<file path="config.mk">
export PLATFORM = sky130hd
export DESIGN_NAME = dual_beam_thresh_ctrl
export DESIGN_NICKNAME = d
export VERILOG_FILES = /design/src/rtl/dual_beam_thresh_pkg.sv /design/src/rtl/trig_rate_counter.sv /design/src/rtl/dual_beam_thresh_ctrl.sv
export SDC_FILE = /design/constraint.sdc
export NUM_CORES = 1
export LEC_CHECK = 0
export BUFFER_PORTS_ARGS = -buffer_cell sky130_fd_sc_hd__buf_4
export CORE_ASPECT_RATIO = 1.1
export CORE_MARGIN = 2
export CORE_UTILIZATION = 57
export CTS_CLUSTER_DIAMETER = 30
export CTS_CLUSTER_SIZE = 12
export DETAILED_ROUTE_END_ITERATION = 10
export HOLD_SLACK_MARGIN = 0.05
export PLACE_DENSITY = 0.8
export SETUP_SLACK_MARGIN = 0.02
export SYNTH_ARGS = -nofsm -noshare
export SYNTH_HDL_FRONTEND = slang
export SYNTH_SLANG_ARGS = --single-unit
</file>
<file path="constraint.sdc">
create_clock -name clk_i -period 3.7 [get_ports clk_i]
set_input_delay 0.185 -clock clk_i [delete_from_list [all_inputs] [get_ports clk_i]]
set_output_delay 0.185 -clock clk_i [all_outputs]
set_load 0.01 [all_outputs]
</file>
<file path="src/rtl/dual_beam_thresh_pkg.sv">
// Shared types and constants for the dual-beam threshold controller.
package dual_beam_thresh_pkg;

   localparam int THRESH_BITS     = 18;
   localparam int RATE_BITS       = 16;
   localparam int DEFAULT_PERIOD  = 375000;
   localparam int DEFAULT_HOLDOFF = 8;

   typedef enum logic [1:0] {
      IDLE   = 2'd0,
      LOAD   = 2'd1,
      UPDATE = 2'd2,
      HOLD   = 2'd3
   } ctrlState_e;

   // The beam DSPs compare against a negated threshold.
   // Zero stays zero because the result wraps modulo 2^THRESH_BITS.
   function automatic logic [THRESH_BITS-1:0] negateThresh(input logic [THRESH_BITS-1:0] mag);
      return ~mag + THRESH_BITS'(1);
   endfunction

endpackage

</file>
<file path="src/rtl/trig_rate_counter.sv">
// Per-beam trigger counter.
// The counter is masked and saturating. Its value is captured at each window end.
module trig_rate_counter
   import dual_beam_thresh_pkg::*;
(
   input  logic                 clk_i,
   input  logic                 rst_i,
   input  logic                 trig,
   input  logic                 mask,
   input  logic                 windowEnd,
   output logic [RATE_BITS-1:0] captured
);

   logic [RATE_BITS-1:0] count;
   logic [RATE_BITS-1:0] countInc;

   // Next count: add one unmasked trigger, pinned at all-ones once saturated.
   always_comb begin
      countInc = count;
      if (!(&count)) begin
         countInc = count + RATE_BITS'(trig & ~mask);
      end
   end

   // The trigger arriving in the terminal cycle is included in the value captured for the closing window.
   // The running count then restarts from zero.
   // NOTE: state registers use non-blocking assignments so every flop samples pre-edge values.
   always_ff @(posedge clk_i or posedge rst_i) begin
      if (rst_i) begin
         count    <= '0;
         captured <= '0;
      end else if (windowEnd) begin
         count    <= '0;
         captured <= countInc;
      end else begin
         count    <= countInc;
      end
   end

endmodule

</file>
<file path="src/rtl/dual_beam_thresh_ctrl.sv">
// Dual-beam threshold write sequencer with per-beam trigger rate measurement.
// A write loads the negated threshold, pulses the per-beam CE, commits with update_o,
// then blanks triggers for HOLDOFF cycles (HOLDOFF >= 1).
module dual_beam_thresh_ctrl
   import dual_beam_thresh_pkg::*;
#(
   parameter int PERIOD  = DEFAULT_PERIOD,
   parameter int HOLDOFF = DEFAULT_HOLDOFF
) (
   input  logic                   clk_i,
   input  logic                   rst_i,
   input  logic [1:0]             trigger_i,
   input  logic                   wr_valid_i,
   output logic                   wr_ready_o,
   input  logic [1:0]             wr_sel_i,
   input  logic [THRESH_BITS-1:0] wr_thresh_i,
   output logic [THRESH_BITS-1:0] thresh_o,
   output logic [1:0]             thresh_ce_o,
   output logic                   update_o,
   output logic [2*RATE_BITS-1:0] rate_o,
   output logic                   rate_valid_o
);

   localparam int               WIN_W     = (PERIOD > 1) ? $clog2(PERIOD) : 1;
   localparam logic [WIN_W-1:0] WIN_LAST  = WIN_W'(PERIOD - 1);
   localparam int               HOLD_W    = (HOLDOFF > 1) ? $clog2(HOLDOFF) : 1;
   localparam logic [HOLD_W-1:0] HOLD_LAST = HOLD_W'(HOLDOFF - 1);

   ctrlState_e           state, stateNext;
   logic [1:0]           trigReg;
   logic [1:0]           selReg;
   logic [HOLD_W-1:0]    holdCnt;
   logic                 accept;
   logic                 blank;
   logic [WIN_W-1:0]     winCnt;
   logic                 windowEnd;
   logic [RATE_BITS-1:0] rateA, rateB;

   // Register the raw beam triggers once before they are counted.
   always_ff @(posedge clk_i or posedge rst_i) begin
      if (rst_i) trigReg <= '0;
      else       trigReg <= trigger_i;
   end

   // FSM state register. The asynchronous reset drops the CE and update outputs at once.
   always_ff @(posedge clk_i or posedge rst_i) begin
      if (rst_i) state <= IDLE;
      else       state <= stateNext;
   end

   // Next-state and Moore outputs of the write sequencer.
   // NOTE: every signal assigned here gets a default first so no latch is inferred.
   always_comb begin
      stateNext   = state;
      wr_ready_o  = 1'b0;
      accept      = 1'b0;
      thresh_ce_o = 2'b00;
      update_o    = 1'b0;
      unique case (state)
         IDLE: begin
            wr_ready_o = !rst_i;
            accept     = wr_valid_i && !rst_i;
            if (accept) stateNext = LOAD;
         end
         LOAD: begin
            thresh_ce_o = selReg;
            stateNext   = UPDATE;
         end
         UPDATE: begin
            update_o  = |selReg;
            stateNext = HOLD;
         end
         HOLD: begin
            if (holdCnt == HOLD_LAST) stateNext = IDLE;
         end
         default: stateNext = IDLE;
      endcase
   end

   // Capture the write on acceptance. Count the cycles spent in HOLD.
   always_ff @(posedge clk_i or posedge rst_i) begin
      if (rst_i) begin
         thresh_o <= '0;
         selReg   <= '0;
         holdCnt  <= '0;
      end else begin
         if (accept) begin
            thresh_o <= negateThresh(wr_thresh_i);
            selReg   <= wr_sel_i;
         end
         if (state == HOLD) holdCnt <= holdCnt + HOLD_W'(1);
         else               holdCnt <= '0;
      end
   end

   // Blanking starts on the acceptance cycle and runs through HOLD.
   // That covers 3 + HOLDOFF cycles per write.
   assign blank = accept || (state != IDLE);

   // The free-running window counter. It is independent of the write sequencer.
   always_ff @(posedge clk_i or posedge rst_i) begin
      if (rst_i)          winCnt <= '0;
      else if (windowEnd) winCnt <= '0;
      else                winCnt <= winCnt + WIN_W'(1);
   end

   assign windowEnd = (winCnt == WIN_LAST);

   // rate_o is refreshed the cycle after the terminal count. Flag that cycle.
   always_ff @(posedge clk_i or posedge rst_i) begin
      if (rst_i) rate_valid_o <= 1'b0;
      else       rate_valid_o <= windowEnd;
   end

   trig_rate_counter uBeamA (
      .clk_i     (clk_i),
      .rst_i     (rst_i),
      .trig      (trigReg[0]),
      .mask      (blank),
      .windowEnd (windowEnd),
      .captured  (rateA)
   );

   trig_rate_counter uBeamB (
      .clk_i     (clk_i),
      .rst_i     (rst_i),
      .trig      (trigReg[1]),
      .mask      (blank),
      .windowEnd (windowEnd),
      .captured  (rateB)
   );

   assign rate_o = {rateB, rateA};

endmodule

</file>
* After elaboration in Yosys (flattened, before gate mapping)
Cells that the tools add are included.
** Word-level totals
- Bits of input ports :: 25
- Word-level logic and storage cells :: 49
- Register bits :: 111
- Output and inout bits :: 55
** Operators by class
- Add/sub/neg operators :: 5
- Multiplexer cells :: 13
- Equality and inequality tests :: 7
- Reductions and logical operators :: 9
- Bitwise operators :: 4
** Operators with widths (number)
- 16-bit two-way mux :: 4
- 16-bit adder :: 2
- 1-bit by 16-bit bitwise AND with 16-bit output :: 2
- 16-bit AND reduction :: 2
- 19-bit by 1-bit adder with 19-bit output, second input constant :: 1
- 19-bit == test, second input constant :: 1
- 19-bit two-way mux :: 1
- 18-bit by 1-bit adder with 18-bit output, second input constant :: 1
- 18-bit NOT :: 1
- 1-bit NOT with 16-bit output :: 1
- 2-bit case mux with 4 select lines :: 1
- 2-bit two-way mux :: 3
- 2-bit == test, second input constant :: 2
- 2-bit inequality test, second input constant :: 2
- 3-bit by 1-bit adder with 3-bit output, second input constant :: 1
- 3-bit == test, second input constant :: 1
- 1-bit two-way mux :: 3
- 3-bit two-way mux :: 1
- 2-bit by 1-bit == test with 1-bit output, second input constant :: 1
- 2-bit zero test :: 1
- 2-bit AND reduction :: 1
- 2-bit nonzero test :: 1
- 2-bit OR reduction :: 1
- 1-bit logical AND :: 1
- other kinds (2) :: 2

* Longest topological paths before layout
Gate-level depths: netlist (run 1).
- Depth in word-level cells :: 9
- Depth in mapped cells :: 10
- Gate-level depth less buffers :: 10

* Modules after synthesis
From an unflattened synthesis (run 1), not the netlist that was laid out.
** Unflattened totals
- Cells, all modules :: 529
- Area, all modules :: 5445.2 um^2
** Modules (own cells, without submodules)
- trig_rate_counter :: cells an instance 152, times used 2, sequential area each 800.8 um^2, area an instance 1561.5 um^2
- dual_beam_thresh_ctrl :: cells an instance 225, times used 1, sequential area each 1176.1 um^2, area an instance 2322.2 um^2

* Worst setup path after synthesis (run 1)
No wires, ideal clock.
- Path type :: input to register
- From :: input port rst_i
- To :: register uBeamA.captured[12]
- Setup slack :: -0.544 ns
- Data required time :: 3.567 ns
- Arrival :: 4.111 ns
- Library setup time :: 0.133 ns
- Cell stages on the path :: 10
- Cell sequence :: inv_1 -> nand2_1 -> and3_1 -> ha_1 -> ha_1 -> and3_1 -> nand2_1 -> a2111oi_0 -> xnor2_1 -> o21ai_0
** Between the ends
- Longest elaborated chain between the ends :: 8
** Ends and longest elaborated chain
- from (decl) :: line dual_beam_thresh_ctrl.sv:11 : input logic rst_i,
- 1-bit zero test (no source line)
- 1-bit logical AND :: line dual_beam_thresh_ctrl.sv:62 : accept = wr_valid_i && !rst_i;
- 1-bit two-way mux :: line dual_beam_thresh_ctrl.sv:59 : unique case (state)
- 1-bit logical OR :: line dual_beam_thresh_ctrl.sv:98 : assign blank = accept || (state != IDLE);
- 1-bit NOT with 16-bit output :: line trig_rate_counter.sv:21 : countInc = count + RATE_BITS'(trig & ~mask);
- 1-bit by 16-bit bitwise AND with 16-bit output :: line trig_rate_counter.sv:21
- 16-bit adder :: line trig_rate_counter.sv:21
- 16-bit two-way mux :: line trig_rate_counter.sv:20 : if (!(&count)) begin
- to (signal assigned) :: line trig_rate_counter.sv:34 : captured <= countInc;
- to (decl) :: line trig_rate_counter.sv:11 : output logic [RATE_BITS-1:0] captured
No other way between the ends.
A chain may end at the register's enable or synchronous reset.

* Worst setup path in the final report (run 1)
- From :: register winCnt[5]
- To :: register uBeamA.captured[12]
** Between the ends
- Longest elaborated chain between the ends :: 1
** Ends and longest elaborated chain
- from (decl) :: line dual_beam_thresh_ctrl.sv:35 : logic [WIN_W-1:0] winCnt;
- from (signal assigned) :: line dual_beam_thresh_ctrl.sv:104 : else winCnt <= winCnt + WIN_W'(1);
- 19-bit == test :: line dual_beam_thresh_ctrl.sv:107 : assign windowEnd = (winCnt == WIN_LAST);
No other way between the ends.

==> out/qor.yml, run 1 <==
die:
  fp.dieArea_sq_mm: 0.00975
  std_cell_rows: 36
  die_h_um: 103
  die_x_um: 94.3
  ioPinCount: 80
  coreArea_sq_mm: 0.00878
  start_util: 0.583
place:
  place_ws_ns: 0.897
  place_congestion: 0.856
  port_buffers: 79
  dp_hpwl_um: 7430
  placed_cells: 696
worst_hold_path:
  whs_path_depth: 3
  hp-start: "wr_thresh_i[17]"
  min_to: "thresh_o[17]$_DFFE_PP0P_"
  holdCritPathClass: "input port to register"
worst_setup_path:
  reg2reg_from: "winCnt[5]$_DFF_PP0_"
  crit_type: "register to register"
  critPathArrivalTime_ns: 3.04
  cp-end-kind: "register"
  rrSetupSlack_ns: 0.89
  critPathMaxStageDelay_ns: 0.72
  crit_path_start_kind: "register"
  cp_max_fo: 38
  crit_chain: "or4b_1 -> or4_1 -> or4b_1 -> buf_4 -> nand2_1 -> o21ai_0"
  path_buf_inv: 1
  cp_slowest_cell: "or4b_1"
  crit_path_frequent_cell: "or4b_1"
  rr_worst_depth: 6
  crit_family: "simple AND/OR/NAND/NOR gates"
  reg2reg_to: "uBeamA.captured[12]$_DFFE_PP0N_"
  required_ns: 3.92
layout:
  finalNonFillerCells: 717
  insertedDiodeCount: 0
  drive_gt1_frac: 0.184
  final_nets: 636
  area_growth_pct: 17.9
status:
  run_status: "completed"
synth:
  synth_top_cell_by_area: "dfrtp_1"
  synth_xor_area_frac: 0.0787
  synthAdderAreaFrac: 0.0318
  synth_top_flop_cell: "dfrtp_1"
  synth_top_family_by_area: "simple AND/OR/NAND/NOR gates"
  ys_async_sr_fraction: 1.00
  yosys-top-cells-area: "dfrtp_1 54%, nand2_1 5.5%, xnor2_1 4.1%"
  postSynthAreaPerCell_sq_um: 9.98
  synth.ff_latch_count: 111
  synth-simple-area-share: 0.219
  netlist_instances: 513
  synthesis.nets: 551
  yosysMostFrequentCell: "dfrtp_1"
  yosysUniqueCellTypes: 46
  ys_top_cells_by_count: "111 x dfrtp_1, 75 x nand2_1, 52 x nor2_1, 40 x o21ai_0, 24 x xnor2_1"
  synthMuxAreaShare: 0.00856
  ys_seq_area_frac: 0.543
  ys_warn_count: 0
  netlist.area_leader.share: 0.543
  synth_compound_area_frac: 0.0907
  synth_edf_count: 0
  synthesis.area_sq_mm: 0.00512
route:
  drtIter0Drc: 142
  drc: 0
  ant_nets: 0
  wirelength_um: 10600
  first_pass_iters: 4
  num_vias: 3974
  drt-wirelength-per-cell_um: 14.7
  viasPerCell: 5.54
sta:
  slew_headroom: 0.413
  final_hold_viol_count: 0
  tightestPinTransition_ns: 0.881
  skew_ns: 0.00721
  slew_viol_final: 0
  layout_setup_ws_ns: 0.886
  rsz0062_at_grt: "false"
  fin_crit_sh: 0.761
  fmaxAchievable_mhz: 355
  setup_viol: 0
  fin_crit_ns: 2.81
  fin_tns_setup_ns: 0
clock_network:
  cts_setup_buffers: 0
  cts.sinks: 111
  cts_tree: "built"
  cts_resized: 0
  clock-root-buffer: "clkbuf_8"
  clkTransAtPathRegs_ns: 0.10
  clkLatencyLatePin_ns: 0.37
  clockBufferDepth: 2
  htree_levels: 3
  cts_hold_buf: 5
  cts_made_buffers: 9
global_routing:
  grt_max_degree: 73
  antenna_found_initial: 0
  grtUsageTotal: 0.231
  grt.overflow.total: 0
  grt_pass1_vias: 3817
  grt_pass1_wl_um: 17700
pwr:
  switching_share: 0.307
  irDropWorstVdd_v: 0.000306
  internal_power_w: 0.00197
  power_density_mw_per_mm2: 472
  pwr-share-clk: 0.238
  p_leak_nw: 2.86
  switchingPower_w: 0.000873
  seqPwrFrac: 0.537
  combinationalPowerShare: 0.225
job:
  drv_cap: 0
==> cell usage in the layout (no fill, tap or decap), types with 2 or more instances in the layout <==
master and instances:
nand4_1 14, or4_1 3, nor3_1 14, ha_1 13
a21boi_0 3, inv_1 9, and2_1 8, nor3b_1 2
a21oi_1 8, or2_2 4, a21o_1 3, clkinv_2 2
or4b_1 2, buf_4 86, nand3_1 23, and3_1 7
dlygate4sd3_1 5, nor4b_1 4, mux2_2 3, a211oi_1 2
o21ai_0 40, nor2b_1 3, clkinvlp_4 2, o41ai_1 2
dfrtp_1 111, o31ai_1 2, nand2_1 75, xnor2_1 24
clkbuf_8 11, nor2_1 52, o21ai_1 16, nor4_1 11
xor2_1 22, clkbuf_1 2
==> sequential cells by signal, summed over array words and instances, names as in the netlist, 3 cells and up <==
name,cells
winCnt,19
uBeamA.captured,16
thresh_o,18
holdCnt,3
uBeamB.captured,16
uBeamB.count,16
uBeamA.count,16
==> how the worst max path moves through the flow <==
| stage | startpoint | end | slack (ns) | cells after the start |
|---|---|---|---|---|
| floorplan | rst_i | uBeamA.captured[12]$_DFFE_PP0N_ | 0.07 | 10 |
| global placement | winCnt[5]$_DFF_PP0_ | uBeamA.captured[9]$_DFFE_PP0N_ | 0.96 | 6 |
| detailed placement | winCnt[5]$_DFF_PP0_ | uBeamB.captured[3]$_DFFE_PP0N_ | 0.90 | 6 |
| CTS | winCnt[5]$_DFF_PP0_ | uBeamA.captured[12]$_DFFE_PP0N_ | 0.88 | 6 |
| global route | winCnt[5]$_DFF_PP0_ | uBeamA.captured[12]$_DFFE_PP0N_ | 0.64 | 6 |
| finish | winCnt[5]$_DFF_PP0_ | uBeamA.captured[12]$_DFFE_PP0N_ | 0.89 | 6 |
==> area by class of cell <==
| type | count | area, sq um |
|---|---|---|
| Sequential cell | 111 | 2780 |
| Fill cell | 676 | 2750 |
| Multi-Input combinational cell | 375 | 2200 |
| Timing Repair Buffer | 91 | 696 |
| Clock buffer | 13 | 159 |
| Tap cell | 114 | 143 |
| Inverter | 10 | 41.3 |
| Clock inverter | 3 | 17.5 |
==> per-stage QoR <==
stage               power (W)  instance area [sq um]  utilization  hold WS (ns)
floorplan             0.00188                   5120            -         0.216
global placement      0.00216                   5810        0.661         0.298
detailed placement    0.00219                   5810        0.661         0.299
CTS                   0.00287                   6030        0.687        0.0905
global route          0.00303                   6030        0.687         0.105
finish                0.00285                   6030        0.687        0.0934
==> logic make-up after synthesis <==
kind of cell,count (synthesis)
and+or+nand+nor,230
AOI/OAI and AO/OA,82
DFF,111
xor gates and xnor gates,46
muxes,4
buffers and inverters,27
adders and majority gates,13
==> power by group through the flow <==
stage	Sequential (W)	Clock [W]	Combinational, W
global route	0.00156	0.000740	0.000735
finish	0.00153	0.000677	0.000641
CTS	0.00153	0.000689	0.000652
floorplan	0.00156	0	0.000320
detailed placement	0.00154	0	0.000651
global placement	0.00154	0	0.000617
==> layer usage <==
metal / GRT usage / vias to the layer above / wire length [um]
li1: - / 1943 / -
met4: 0.0736 / 0 / 148
met3: 0.0565 / 17 / 563
met1: 0.293 / 1909 / 4750
met2: 0.394 / 105 / 5100
met5: 0 / - / 0
==> tightest hold or removal path, stage by stage <==
cell,delay (ns)
buf_4,0.08
xnor2_1,0.10
o21ai_0,0.07
No activity file was read; power rests on OpenSTA's default activity.
==> inputs of run 2 (changes only) <==
--- a/config.mk
+++ b/config.mk
@@ -5,10 +5,11 @@
 export SDC_FILE = /design/constraint.sdc
 export NUM_CORES = 1
 export LEC_CHECK = 0
+export ABC_AREA = 1
 export BUFFER_PORTS_ARGS = -buffer_cell sky130_fd_sc_hd__buf_4
 export CORE_ASPECT_RATIO = 1.1
 export CORE_MARGIN = 2
-export CORE_UTILIZATION = 57
+export CORE_UTILIZATION = 58
 export CTS_CLUSTER_DIAMETER = 30
 export CTS_CLUSTER_SIZE = 12
 export DETAILED_ROUTE_END_ITERATION = 10
==> constraint.sdc (replaced) <==
create_clock -name clk_i -period 2.59 [get_ports clk_i]
set_input_delay 0.1295 -clock clk_i [delete_from_list [all_inputs] [get_ports clk_i]]
set_output_delay 0.1295 -clock clk_i [all_outputs]
set_load 0.01 [all_outputs]
==> run 2 against run 1 <==
  * Combinational power increased by 89%
  * Routed wire length increased by 24%
  * Sequential cell count unchanged
  * First-iteration DRC count increased by 52%
  * Utilization increased by 2.0 points
  * Sequential power increased by 46%
  * Clock power increased by 57%
  * Sequential share of layout area decreased by 6.1 points
  * Critical path depth increased by 8
  * Via count increased by 30%
  * Register-to-register slack got worse by 0.57 ns
  * Largest power group unchanged
==> out/qor.yml, run 2 <==
status:
  run_status: "completed"  # unchanged
sta:
  fmaxAchievable_mhz: 439  # was 355 MHz
  rsz0062_at_grt: "false"  # unchanged
  tightestPinTransition_ns: 0.775  # was 0.881 ns
  skew_ns: 0.0102  # was 0.00721 ns
  setup_viol: 0  # unchanged
  slew_viol_final: 0  # unchanged
  final_hold_viol_count: 0  # unchanged
  fin_crit_sh: 0.880  # was 0.761
  fin_crit_ns: 2.28  # was 2.81 ns
  layout_setup_ws_ns: 0.311  # was 0.886 ns
  slew_headroom: 0.483  # was 0.413
worst_setup_path:
  crit_family: "adder cells"  # was simple AND/OR/NAND/NOR gates
  path_buf_inv: 3  # was 1
  crit_path_start_kind: "register"  # unchanged
  required_ns: 2.87  # was 3.92 ns
  critPathMaxStageDelay_ns: 0.42  # was 0.72 ns
  critPathArrivalTime_ns: 2.55  # was 3.04 ns
  rr_worst_depth: 14  # was 6
  crit_type: "register to register"  # unchanged
  cp-end-kind: "register"  # unchanged
  reg2reg_to: "uBeamB.captured[6]$_DFFE_PP0N_"  # was uBeamA.captured[12]$_DFFE_PP0N_
  cp_slowest_cell: "dfrtp_1"  # was or4b_1
  reg2reg_from: "state[1]$_DFFE_PP0P_"  # was winCnt[5]$_DFF_PP0_
  crit_chain: "inv_1 -> ha_1 -> inv_1 -> a21oi_1 -> inv_1 -> nor2_1 -> ha_2 -> ha_4 -> nand3_4 -> nor2_4 -> xor2_1 -> nand2_1 -> nand2_1 -> nand2_1"  # was or4b_1 -> or4_1 -> or4b_1 -> buf_4 -> nand2_1 -> o21ai_0
  cp_max_fo: 5  # was 38
  rrSetupSlack_ns: 0.31  # was 0.89 ns
clock_network:
  cts.sinks: 111  # unchanged
  cts_made_buffers: 9  # unchanged
  htree_levels: 3  # unchanged
  clock-root-buffer: "clkbuf_8"  # unchanged
  cts_setup_buffers: 0  # unchanged
  clockBufferDepth: 2  # unchanged
  cts_hold_buf: 13  # was 5
  clkLatencyLatePin_ns: 0.38  # was 0.37 ns
  cts_tree: "built"  # unchanged
  clkTransAtPathRegs_ns: 0.10  # about the same
  cts_resized: 0  # unchanged
route:
  wirelength_um: 13100  # was 10600 um
  first_pass_iters: 5  # was 4
  ant_nets: 0  # unchanged
  drc: 0  # unchanged
  viasPerCell: 5.15  # was 5.54
  num_vias: 5148  # was 3974
  drt-wirelength-per-cell_um: 13.1  # was 14.7 um
  drtIter0Drc: 216  # was 142
synth:
  ys_top_cells_by_count: "260 x nand2_1, 111 x dfrtp_1, 109 x nor2_1, 97 x inv_1, 61 x nand3_1"  # was 111 x dfrtp_1, 75 x nand2_1, 52 x nor2_1, 40 x o21ai_0, 24 x xnor2_1
  ys_seq_area_frac: 0.475  # was 0.543
  synthesis.area_sq_mm: 0.00585  # was 0.00512 sq mm
  netlist_instances: 780  # was 513
  ys_warn_count: 0  # unchanged
  postSynthAreaPerCell_sq_um: 7.50  # was 9.98 sq um
  netlist.area_leader.share: 0.475  # was 0.543
  ys_async_sr_fraction: 1.00  # unchanged
  yosysMostFrequentCell: "nand2_1"  # was dfrtp_1
  synth_top_cell_by_area: "dfrtp_1"  # unchanged
  yosysUniqueCellTypes: 30  # was 46
  synthesis.nets: 818  # was 551
  synth.ff_latch_count: 111  # unchanged
  synth_edf_count: 0  # unchanged
  yosys-top-cells-area: "dfrtp_1 48%, nand2_1 17%, nor2_1 7.0%"  # was dfrtp_1 54%, nand2_1 5.5%, xnor2_1 4.1%
  synth_top_flop_cell: "dfrtp_1"  # unchanged
place:
  place_congestion: 0.900  # was 0.856
  dp_hpwl_um: 9790  # was 7430 um
  port_buffers: 79  # unchanged
  place_ws_ns: 0.330  # was 0.897 ns
layout:
  drive_gt1_frac: 0.156  # was 0.184
  largest_reg_flops: 19  # unchanged
  fillers: 826  # was 676
  regMostFlops: "winCnt"  # unchanged
  reg_top3: "winCnt x19, thresh_o x18"  # unchanged
  final_cell_mix: "260 x nand2_1, 111 x dfrtp_1, 99 x nor2_1, 95 x inv_1, 84 x buf_4"  # was 111 x dfrtp_1, 86 x buf_4, 75 x nand2_1, 52 x nor2_1, 40 x o21ai_0
  final_common_cell: "nand2_1"  # was dfrtp_1
  insertedDiodeCount: 0  # unchanged
  final_nets: 912  # was 636
  area_growth_pct: 19.0  # was 17.9%
global_routing:
  grt_pass1_wl_um: 22400  # was 17700 um
  grt_max_degree: 64  # was 73
  antenna_found_initial: 0  # unchanged
  grt_pass1_vias: 5016  # was 3817
  grtUsageTotal: 0.257  # was 0.231
  grt.overflow.total: 0  # unchanged
die:
  fp.dieArea_sq_mm: 0.0109  # was 0.00975 sq mm
  die_h_um: 109  # was 103 um
  ioPinCount: 80  # unchanged
  std_cell_rows: 38  # was 36
  die_x_um: 99.7  # was 94.3 um
  start_util: 0.594  # was 0.583
  coreArea_sq_mm: 0.00984  # was 0.00878 sq mm
worst_hold_path:
  whs_path_depth: 3  # unchanged
  hp-start: "wr_thresh_i[7]"  # was wr_thresh_i[17]
  holdCritPathClass: "input port to register"  # unchanged
  min_to: "thresh_o[7]$_DFFE_PP0P_"  # was thresh_o[17]$_DFFE_PP0P_
pwr:
  total_power_w: 0.00451  # was 0.00285 W
  power_density_mw_per_mm2: 649  # was 472 mW/mm^2
  p_leak_nw: 3.59  # was 2.86 nW
  irDropWorstVdd_v: 0.000452  # was 0.000306 V
job:
  drv_cap: 0  # unchanged
run 2: cell types whose count changed after synthesis, sizes merged, moves of 8 or more:
cell and delta:
nand2 +187, inv +91, nor2 +64, nand3 +40, o21ai -26, xnor2 -18, nor4 -12, xor2 -10
and2 -8
run 2: how the worst max path moves through the flow:
stage,start,to,slack [ns],depth (start not counted)
CTS,state[1]$_DFFE_PP0P_,uBeamA.captured[14]$_DFFE_PP0N_,0.32,15
global placement,state[0]$_DFFE_PP0P_,uBeamB.captured[6]$_DFFE_PP0N_,0.42,14
detailed placement,state[1]$_DFFE_PP0P_,uBeamA.captured[14]$_DFFE_PP0N_,0.33,15
finish,state[1]$_DFFE_PP0P_,uBeamB.captured[6]$_DFFE_PP0N_,0.31,14
floorplan,rst_i,uBeamA.captured[6]$_DFFE_PP0N_,-0.77,12
global route,state[1]$_DFFE_PP0P_,uBeamB.captured[14]$_DFFE_PP0N_,0.04,15
run 2: area by class of cell:
class	instances	area, sq um	area share
multi-input combinational	553	2670	0.383
clock buffer	11	141	0.0203
tap	120	150	0.0216
timing repair buffer	98	781	0.112
sequential	111	2780	0.399
clock inverter	5	57.6	0.00827
inverter	101	383	0.0550
run 2: per-stage QoR:
stage | hold WS (ns) | std cells | cell area [sq um] | TNS, ns | util
floorplan | 0.161 | 780 | 5940 | -36.23 | -
global placement | 0.242 | 970 | 6630 | 0 | 0.673
detailed placement | 0.243 | 970 | 6630 | 0 | 0.673
CTS | 0.0534 | 999 | 6960 | 0 | 0.707
global route | 0.0672 | 999 | 6960 | 0 | 0.707
finish | 0.0667 | 999 | 6960 | 0 | 0.707
run 2: power by group:
group          internal (W)  switching (W)  total, W
Sequential          0.00200       0.000241   0.00224
Combinational      0.000534       0.000674   0.00121
Clock              0.000473       0.000589   0.00106
Total               0.00301        0.00150   0.00451
run 2: layer usage:
layer	GRT usage	routed length (um)	share of wire
met5	0	0	0
met4	0.0930	211	0.016
met3	0.0350	509	0.039
met2	0.443	6380	0.49
met1	0.335	5960	0.46
run 2: cells by family (layout without fill, tap and decap cells):
group	Yosys count	after routing	synth area share
AND/OR/NAND/NOR	481	481	0.349
XOR/XNOR	18	18	0.0270
buffers and inverters	116	215	0.0843
flip-flops	111	111	0.475
adder cells (fa/ha/maj)	13	13	0.0278
AO/OA/AOI/OAI	41	41	0.0364
run 2: worst register-to-register path: cells and delay by family (launching register included):
kind | cells | cell delay [ns]
fa+ha+maj | 3 | 0.60
simple gates | 6 | 0.55
flops | 1 | 0.42
buf+inv | 3 | 0.27
xor+xnor | 1 | 0.19
compound gates | 1 | 0.16
